--- config.mk ---
export PLATFORM = sky130hd
export DESIGN_NAME = bird_motion
export DESIGN_NICKNAME = d
export VERILOG_FILES = /design/src/rtl/bird_pkg.sv /design/src/rtl/bird_phys_step.sv /design/src/rtl/bird_motion.sv
export SDC_FILE = /design/constraint.sdc
export NUM_CORES = 1
export LEC_CHECK = 0
export CAP_MARGIN = 20
export CELL_PAD_IN_SITES_DETAIL_PLACEMENT = 2
export CELL_PAD_IN_SITES_GLOBAL_PLACEMENT = 2
export CORE_UTILIZATION = 34
export DETAILED_ROUTE_END_ITERATION = 7
export PLACE_DENSITY = 0.88
export SYNTH_ARGS = -nofsm -noshare
export SYNTH_HDL_FRONTEND = slang
export SYNTH_HIERARCHICAL = 1
export SYNTH_SLANG_ARGS = --single-unit
--- constraint.sdc ---
create_clock -name clk -period 6.35 [get_ports clk]
set_input_delay 1.905 -clock clk [delete_from_list [all_inputs] [get_ports clk]]
set_output_delay 1.905 -clock clk [all_outputs]
set_load 0.005 [all_outputs]
--- src/rtl/bird_pkg.sv ---
// Shared constants for the flappy-bird motion block: state encoding,
// field widths and the default physics tuning.
// Pure declarations, no logic.
package bird_pkg;

  // Field widths of the exported position, velocity and state.
  localparam int Y_W   = 10;
  localparam int VEL_W = 8;
  localparam int ST_W  = 2;

  // State encoding is visible on the state output, so it is fixed.
  localparam logic [ST_W-1:0] ST_IDLE = 2'b00;
  localparam logic [ST_W-1:0] ST_FLY  = 2'b01;
  localparam logic [ST_W-1:0] ST_DEAD = 2'b10;

  // Default physics: rows in pixels, velocities in pixels per frame.
  localparam int DEF_Y_START  = 240;
  localparam int DEF_Y_MIN    = 0;
  localparam int DEF_Y_MAX    = 464;
  localparam int DEF_FLAP_VEL = -8;
  localparam int DEF_GRAVITY  = 1;
  localparam int DEF_VMAX     = 10;

  // Narrow an integer row constant to the bird_y field width.
  function automatic logic [Y_W-1:0] to_row(input int v);
    return Y_W'(v);
  endfunction

endpackage

--- src/rtl/bird_phys_step.sv ---
// One frame of bird physics: next velocity, next clamped row, ground/ceiling flags.
// Latency: purely combinational, result is valid in the same cycle as its inputs.
// Backpressure: none; the caller decides whether to register the result.
module bird_phys_step
  import bird_pkg::*;
#(
  parameter int Y_MIN    = DEF_Y_MIN,
  parameter int Y_MAX    = DEF_Y_MAX,
  parameter int FLAP_VEL = DEF_FLAP_VEL,
  parameter int GRAVITY  = DEF_GRAVITY,
  parameter int VMAX     = DEF_VMAX
) (
  input  logic [Y_W-1:0]   cur_y,
  input  logic [VEL_W-1:0] cur_vel,
  input  logic             flap_now,
  output logic [Y_W-1:0]   next_y,
  output logic [VEL_W-1:0] next_vel,
  output logic             at_ground,
  output logic             at_ceil
);

  // Velocity math carries one guard bit so vel+GRAVITY cannot wrap before
  // the VMAX saturation is applied.
  localparam logic signed [VEL_W:0] FLAP_S = (VEL_W+1)'(FLAP_VEL);
  localparam logic signed [VEL_W:0] GRAV_S = (VEL_W+1)'(GRAVITY);
  localparam logic signed [VEL_W:0] VMAX_S = (VEL_W+1)'(VMAX);

  // Row math is signed and two bits wider than the row so that a climb past
  // row 0 reads as negative and a fall past the ground cannot wrap.
  localparam logic signed [Y_W+1:0] YMIN_S = (Y_W+2)'(Y_MIN);
  localparam logic signed [Y_W+1:0] YMAX_S = (Y_W+2)'(Y_MAX);

  logic signed [VEL_W:0] vel_inc;
  logic signed [VEL_W:0] vel_sel;
  logic signed [Y_W+1:0] y_raw;

  // Pick the new velocity: a flap overrides gravity, otherwise accelerate
  // downwards and saturate at the terminal fall speed.
  always_comb begin
    vel_inc = $signed({cur_vel[VEL_W-1], cur_vel}) + GRAV_S;
    if (flap_now) begin
      vel_sel = FLAP_S;
    end else if (vel_inc > VMAX_S) begin
      vel_sel = VMAX_S;
    end else begin
      vel_sel = vel_inc;
    end
  end

  // Move by the new velocity and clamp to the playfield; touching either
  // boundary stops the bird dead (velocity forced to zero).
  always_comb begin
    y_raw     = $signed({2'b00, cur_y}) + $signed({{3{vel_sel[VEL_W]}}, vel_sel});
    at_ground = (y_raw >= YMAX_S);
    at_ceil   = (y_raw <= YMIN_S);
    next_y    = y_raw[Y_W-1:0];
    next_vel  = vel_sel[VEL_W-1:0];
    if (at_ground) begin
      next_y   = to_row(Y_MAX);
      next_vel = '0;
    end else if (at_ceil) begin
      next_y   = to_row(Y_MIN);
      next_vel = '0;
    end
  end

endmodule

--- src/rtl/bird_motion.sv ---
// Bird position/velocity state machine (IDLE -> FLY -> DEAD -> IDLE); ceiling kill via BIRD_CEIL_KILL_EN.
// Latency: one clock from frame_tick (or hit/flap) to updated bird_y/bird_vel/state.
// Backpressure: none; flap is latched as a pending request until the next frame tick.
module bird_motion
  import bird_pkg::*;
#(
  parameter int Y_START  = DEF_Y_START,
  parameter int Y_MIN    = DEF_Y_MIN,
  parameter int Y_MAX    = DEF_Y_MAX,
  parameter int FLAP_VEL = DEF_FLAP_VEL,
  parameter int GRAVITY  = DEF_GRAVITY,
  parameter int VMAX     = DEF_VMAX
) (
  input  logic             clk,
  input  logic             rst,
  input  logic             frame_tick,
  input  logic             flap,
  input  logic             hit,
  output logic [Y_W-1:0]   bird_y,
  output logic [VEL_W-1:0] bird_vel,
  output logic [ST_W-1:0]  state,
  output logic             dead_pulse
);

  logic             flap_pending;

  logic [ST_W-1:0]  state_n;
  logic [Y_W-1:0]   y_n;
  logic [VEL_W-1:0] vel_n;
  logic             pend_n;
  logic             pulse_n;

  logic [Y_W-1:0]   step_y;
  logic [VEL_W-1:0] step_vel;
  logic             step_ground;
  logic             step_ceil;

  // A flap arriving on the tick cycle itself counts, so it is ORed with the
  // latched request rather than waiting a frame.
  bird_phys_step #(
    .Y_MIN    (Y_MIN),
    .Y_MAX    (Y_MAX),
    .FLAP_VEL (FLAP_VEL),
    .GRAVITY  (GRAVITY),
    .VMAX     (VMAX)
  ) u_phys (
    .cur_y     (bird_y),
    .cur_vel   (bird_vel),
    .flap_now  (flap_pending | flap),
    .next_y    (step_y),
    .next_vel  (step_vel),
    .at_ground (step_ground),
    .at_ceil   (step_ceil)
  );

  // Next-state decode: hit beats frame_tick in FLY, DEAD freezes everything
  // until a flap restarts the game.
  always_comb begin
    state_n = state;
    y_n     = bird_y;
    vel_n   = bird_vel;
    pend_n  = flap_pending;
    pulse_n = 1'b0;
    case (state)
      ST_IDLE: begin
        y_n   = to_row(Y_START);
        vel_n = '0;
        if (flap) begin
          state_n = ST_FLY;
          pend_n  = 1'b1;
        end
      end
      ST_FLY: begin
        if (hit) begin
          state_n = ST_DEAD;
          pulse_n = 1'b1;
        end else if (frame_tick) begin
          y_n    = step_y;
          vel_n  = step_vel;
          pend_n = 1'b0;
          if (step_ground) begin
            state_n = ST_DEAD;
            pulse_n = 1'b1;
          end
`ifdef BIRD_CEIL_KILL_EN
          else if (step_ceil) begin
            state_n = ST_DEAD;
            pulse_n = 1'b1;
          end
`else
          else if (step_ceil) begin
            // Row and velocity are already clamped; the bird keeps flying.
            state_n = ST_FLY;
          end
`endif
        end else if (flap) begin
          pend_n = 1'b1;
        end
      end
      ST_DEAD: begin
        if (flap) begin
          state_n = ST_IDLE;
          pend_n  = 1'b0;
          y_n     = to_row(Y_START);
          vel_n   = '0;
        end
      end
      default: begin
        state_n = ST_IDLE;
        pend_n  = 1'b0;
        y_n     = to_row(Y_START);
        vel_n   = '0;
      end
    endcase
  end

  // State registers; reset overrides every input in the same cycle.
  always_ff @(posedge clk) begin
    if (rst) begin
      state        <= ST_IDLE;
      bird_y       <= to_row(Y_START);
      bird_vel     <= '0;
      flap_pending <= 1'b0;
      dead_pulse   <= 1'b0;
    end else begin
      state        <= state_n;
      bird_y       <= y_n;
      bird_vel     <= vel_n;
      flap_pending <= pend_n;
      dead_pulse   <= pulse_n;
    end
  end

endmodule

==> reports/qor.csv <==
stage;metric;value;unit
global_routing;grt_max_degree;24;
die;placementRows;29;
sta;slew_headroom;32.0;%
cells_and_area;fin_nets;318;
die;die_w;83.7;um
global_routing;grt_usage;21.7;%
synth;synth-edff-count;0;
die;start_util;35.6;%
synth;syn_avg_cell_area;8.02;um^2
synth;synth_commonest_cells;26 x nand2_1, 24 x nor2_1, 22 x dfxtp_1;
clocking;numCtsBuffers;3;
outcome;status;finished clean;
clocking;clkTransAtPathRegs;90;ps
cells_and_area;fin_cells;376;
sta;fin_hold_ws;519;ps
routing;drt_iter0_drc;70;
sta;timing.final.crit_share;95.8;%
power_and_ir_drop;peakVddDrop;0.156;mV
sta;finClkSkew;6.36;ps
critical_path;critPathMaxStageDelay;490;ps
clocking;post_cts_buffers;0;
critical_path;arrival;6280;ps
sta;max_freq;164;MHz
synth;synth_area_leaders;dfxtp_1 19%, mux2i_1 8.4%, ha_1 7.2%;
clocking;clk_path_buf_depth;2;
synth;synth_nets;301;
critical_path;crit_path_max_fanout;13;
critical_path;r2r_end;state[1]$_SDFFE_PP0P_;
cells_and_area;drive_gt1_share;9.70;%
critical_path;crit_type;in2reg;
die;boundaryPins;26;
sta;setup_viol;0;
cells_and_area;diodes;0;
routing;drc;0;
power_and_ir_drop;p_leak;0.960;nW
worst_hold_path;hp-class;reg2reg;
clocking;cts_root_buf;clkbuf_8;
routing;viasPerCell;5.90;
critical_path;slowest_stage;clkdlybuf4s50_1;
critical_path;cp-start-kind;input port;
synth;synth_warnings;6;
global_routing;first_global_vias;2352;
synth;ys_seq_area_share;19.4;%
global_routing;grt_pass1_wl;12100;um
critical_path;r2r_cells;19;
critical_path;crit_chain;clkdlybuf4s50_1, or2_2, nand3b_1, o22ai_1, inv_1, o22ai_1, xor2_1, ha_1, a21o_1, a21o_1, a22o_1, nor3_1, xor2_1, a2111o_1, nand3_2, nor4b_1, nand2_1, mux2i_1;
die;dieArea;7010;um^2
clocking;postCtsHoldBufs;0;
worst_hold_path;holdPathEnd;flap_pending$_SDFFE_PP0P_;
worst_hold_path;min_from;flap_pending$_SDFFE_PP0P_;
placement;gp_congestion;0.811;
clocking;clock_sinks;22;
sta;maxSlewViolCount;0;
cells_and_area;utilization;40.9;%
placement;dp.cells;371;
sta;rsz0062_at_grt;no;
synth;synth_seq_cells;22;
sta;fin_setup_tns;0;ps
worst_hold_path;whs_path_depth;2;
critical_path;end_kind;flip-flop;
die;core;6390;um^2
synth;synth.most_common_cell;nand2_1;
routing;dr_total_vias;2220;
sta;finalCriticalPeriod;6080;ps
critical_path;crit_required;6550;ps
synth;synthesis.area;2270;um^2
synth;yosysUniqueCellTypes;66;
sta;final-hold-violation-count;0;
routing;postRouteAntennaNets;0;
clocking;cts_tree;yes;
critical_path;worstReg2RegStart;bird_vel[0]$_SDFFE_PP0P_;
cells_and_area;area_growth;15.0;%
synth;netlist_instances;283;
global_routing;overflow;0;
critical_path;r2r_slack;980;ps
synth;async_reset_ff_share;0;%
placement;portBuffers;25;
routing;wire_per_inst;19.9;um
placement;place_hpwl;5770;um
sta;tightest_slew;1010;ps
global_routing;antenna_found_initial;0;
synth;synth_largest_area_cell;dfxtp_1;
routing;wirelength;7500;um
clocking;htreeDepth;1;
routing;drt-pass1-iter-count;5;
power_and_ir_drop;powerDensity;209;nW/um^2
synth;ys.flop_type;dfxtp_1;
synth;synth.top_cell.area_share;19.4;%
flow_run;drv_cap;0;
die;fp.dieH;83.7;um
clocking;clk_latency;270;ps
[worst max-delay path: cells and delay by family]
family,cells,cell delay [ps]
muxes,1,170
and+or+nand+nor,6,1570
adders and majority gates,1,250
AOI/OAI and AO/OA,6,1350
buffers and inverters,2,580
xor gates and xnor gates,2,450
[power breakdown]
group	internal (W)	total, W	switching (W)	leakage (nW)
Combinational	0.000110	0.000283	0.000172	0.753
Clock	0.0000554	0.000104	0.0000484	0.0288
Sequential	0.000146	0.000159	0.0000125	0.179
[layout by cell type, fill, tap and decap left out, drive strengths merged, types with 6 or more instances in the layout]
cell	count
nand2	26
clkdlybuf4s50	25
nor2	24
dfxtp	22
mux2i	19
nand2b	19
a21oi	18
ha	13
inv	11
a21o	11
o21ai	9
nor3	9
nor4b	8
nand3	7
xor2	7
xnor2	6
[routing by layer]
metal  global-route usage [%]  vias to the layer above  share of wire, %
li1                         -                     1055                 -
met1                     26.9                     1110                46
met2                     38.9                       39                50
met3                    0.989                       16               1.7
met4                     9.24                        0               2.6
met5                        0                        -                 0
[repair_timing]
action                                 CTS  global route
endpoints found under the hold margin    0             0
setup endpoints to repair                0             3
resized for setup                        0             3
[metrics by stage]
stage,total power [W],area [um^2],worst slack [ps]
detailed placement,0.000432,2530,51.8
global route,0.000576,2610,33.1
global placement,0.000419,2530,260
finish,0.000545,2610,268
CTS,0.000541,2580,258
floorplan,0.000366,2270,776
[worst max path at each step]
stage,slack (ps),cells after the start,to,from
after detailed placement,50,18,bird_vel[3]$_SDFFE_PP0P_,flap
after global routing,30,18,bird_vel[0]$_SDFFE_PP0P_,flap
after floorplan,780,18,state[0]$_SDFFE_PP0P_,flap
after CTS,260,18,bird_vel[3]$_SDFFE_PP0P_,flap
after global placement,260,18,state[0]$_SDFFE_PP0P_,flap
final,270,18,bird_vel[1]$_SDFFE_PP0P_,flap
[cell type report]
| class | count | area, um^2 |
|---|---|---|
| multi-input cells | 233 | 1690 |
| well taps | 77 | 96.3 |
| repair buffers | 29 | 288 |
| inverters | 11 | 41.3 |
| clock buffers | 4 | 55.1 |
| fillers | 709 | 3770 |
| flip-flops and latches | 22 | 440 |
[registers in the layout (all words and copies together) (netlist names)]
signal,count
dead_pulse,1
state,2
flap_pending,1
bird_vel,8
bird_y,10
[logic make-up (layout without fill, tap and decap cells)]
group / count (synthesis) / count (layout) / share of synthesized area (%)
flops: 22 / 22 / 19.4
buf+inv: 28 / 44 / 6.72
mux: 19 / 19 / 8.37
compound gates: 70 / 70 / 23.7
other cells: 1 / 1 / 0.165
fa+ha+maj: 13 / 13 / 7.16
simple gates: 117 / 117 / 28.8
xor+xnor: 13 / 13 / 5.68
No activity file was read; power rests on OpenSTA's default activity.
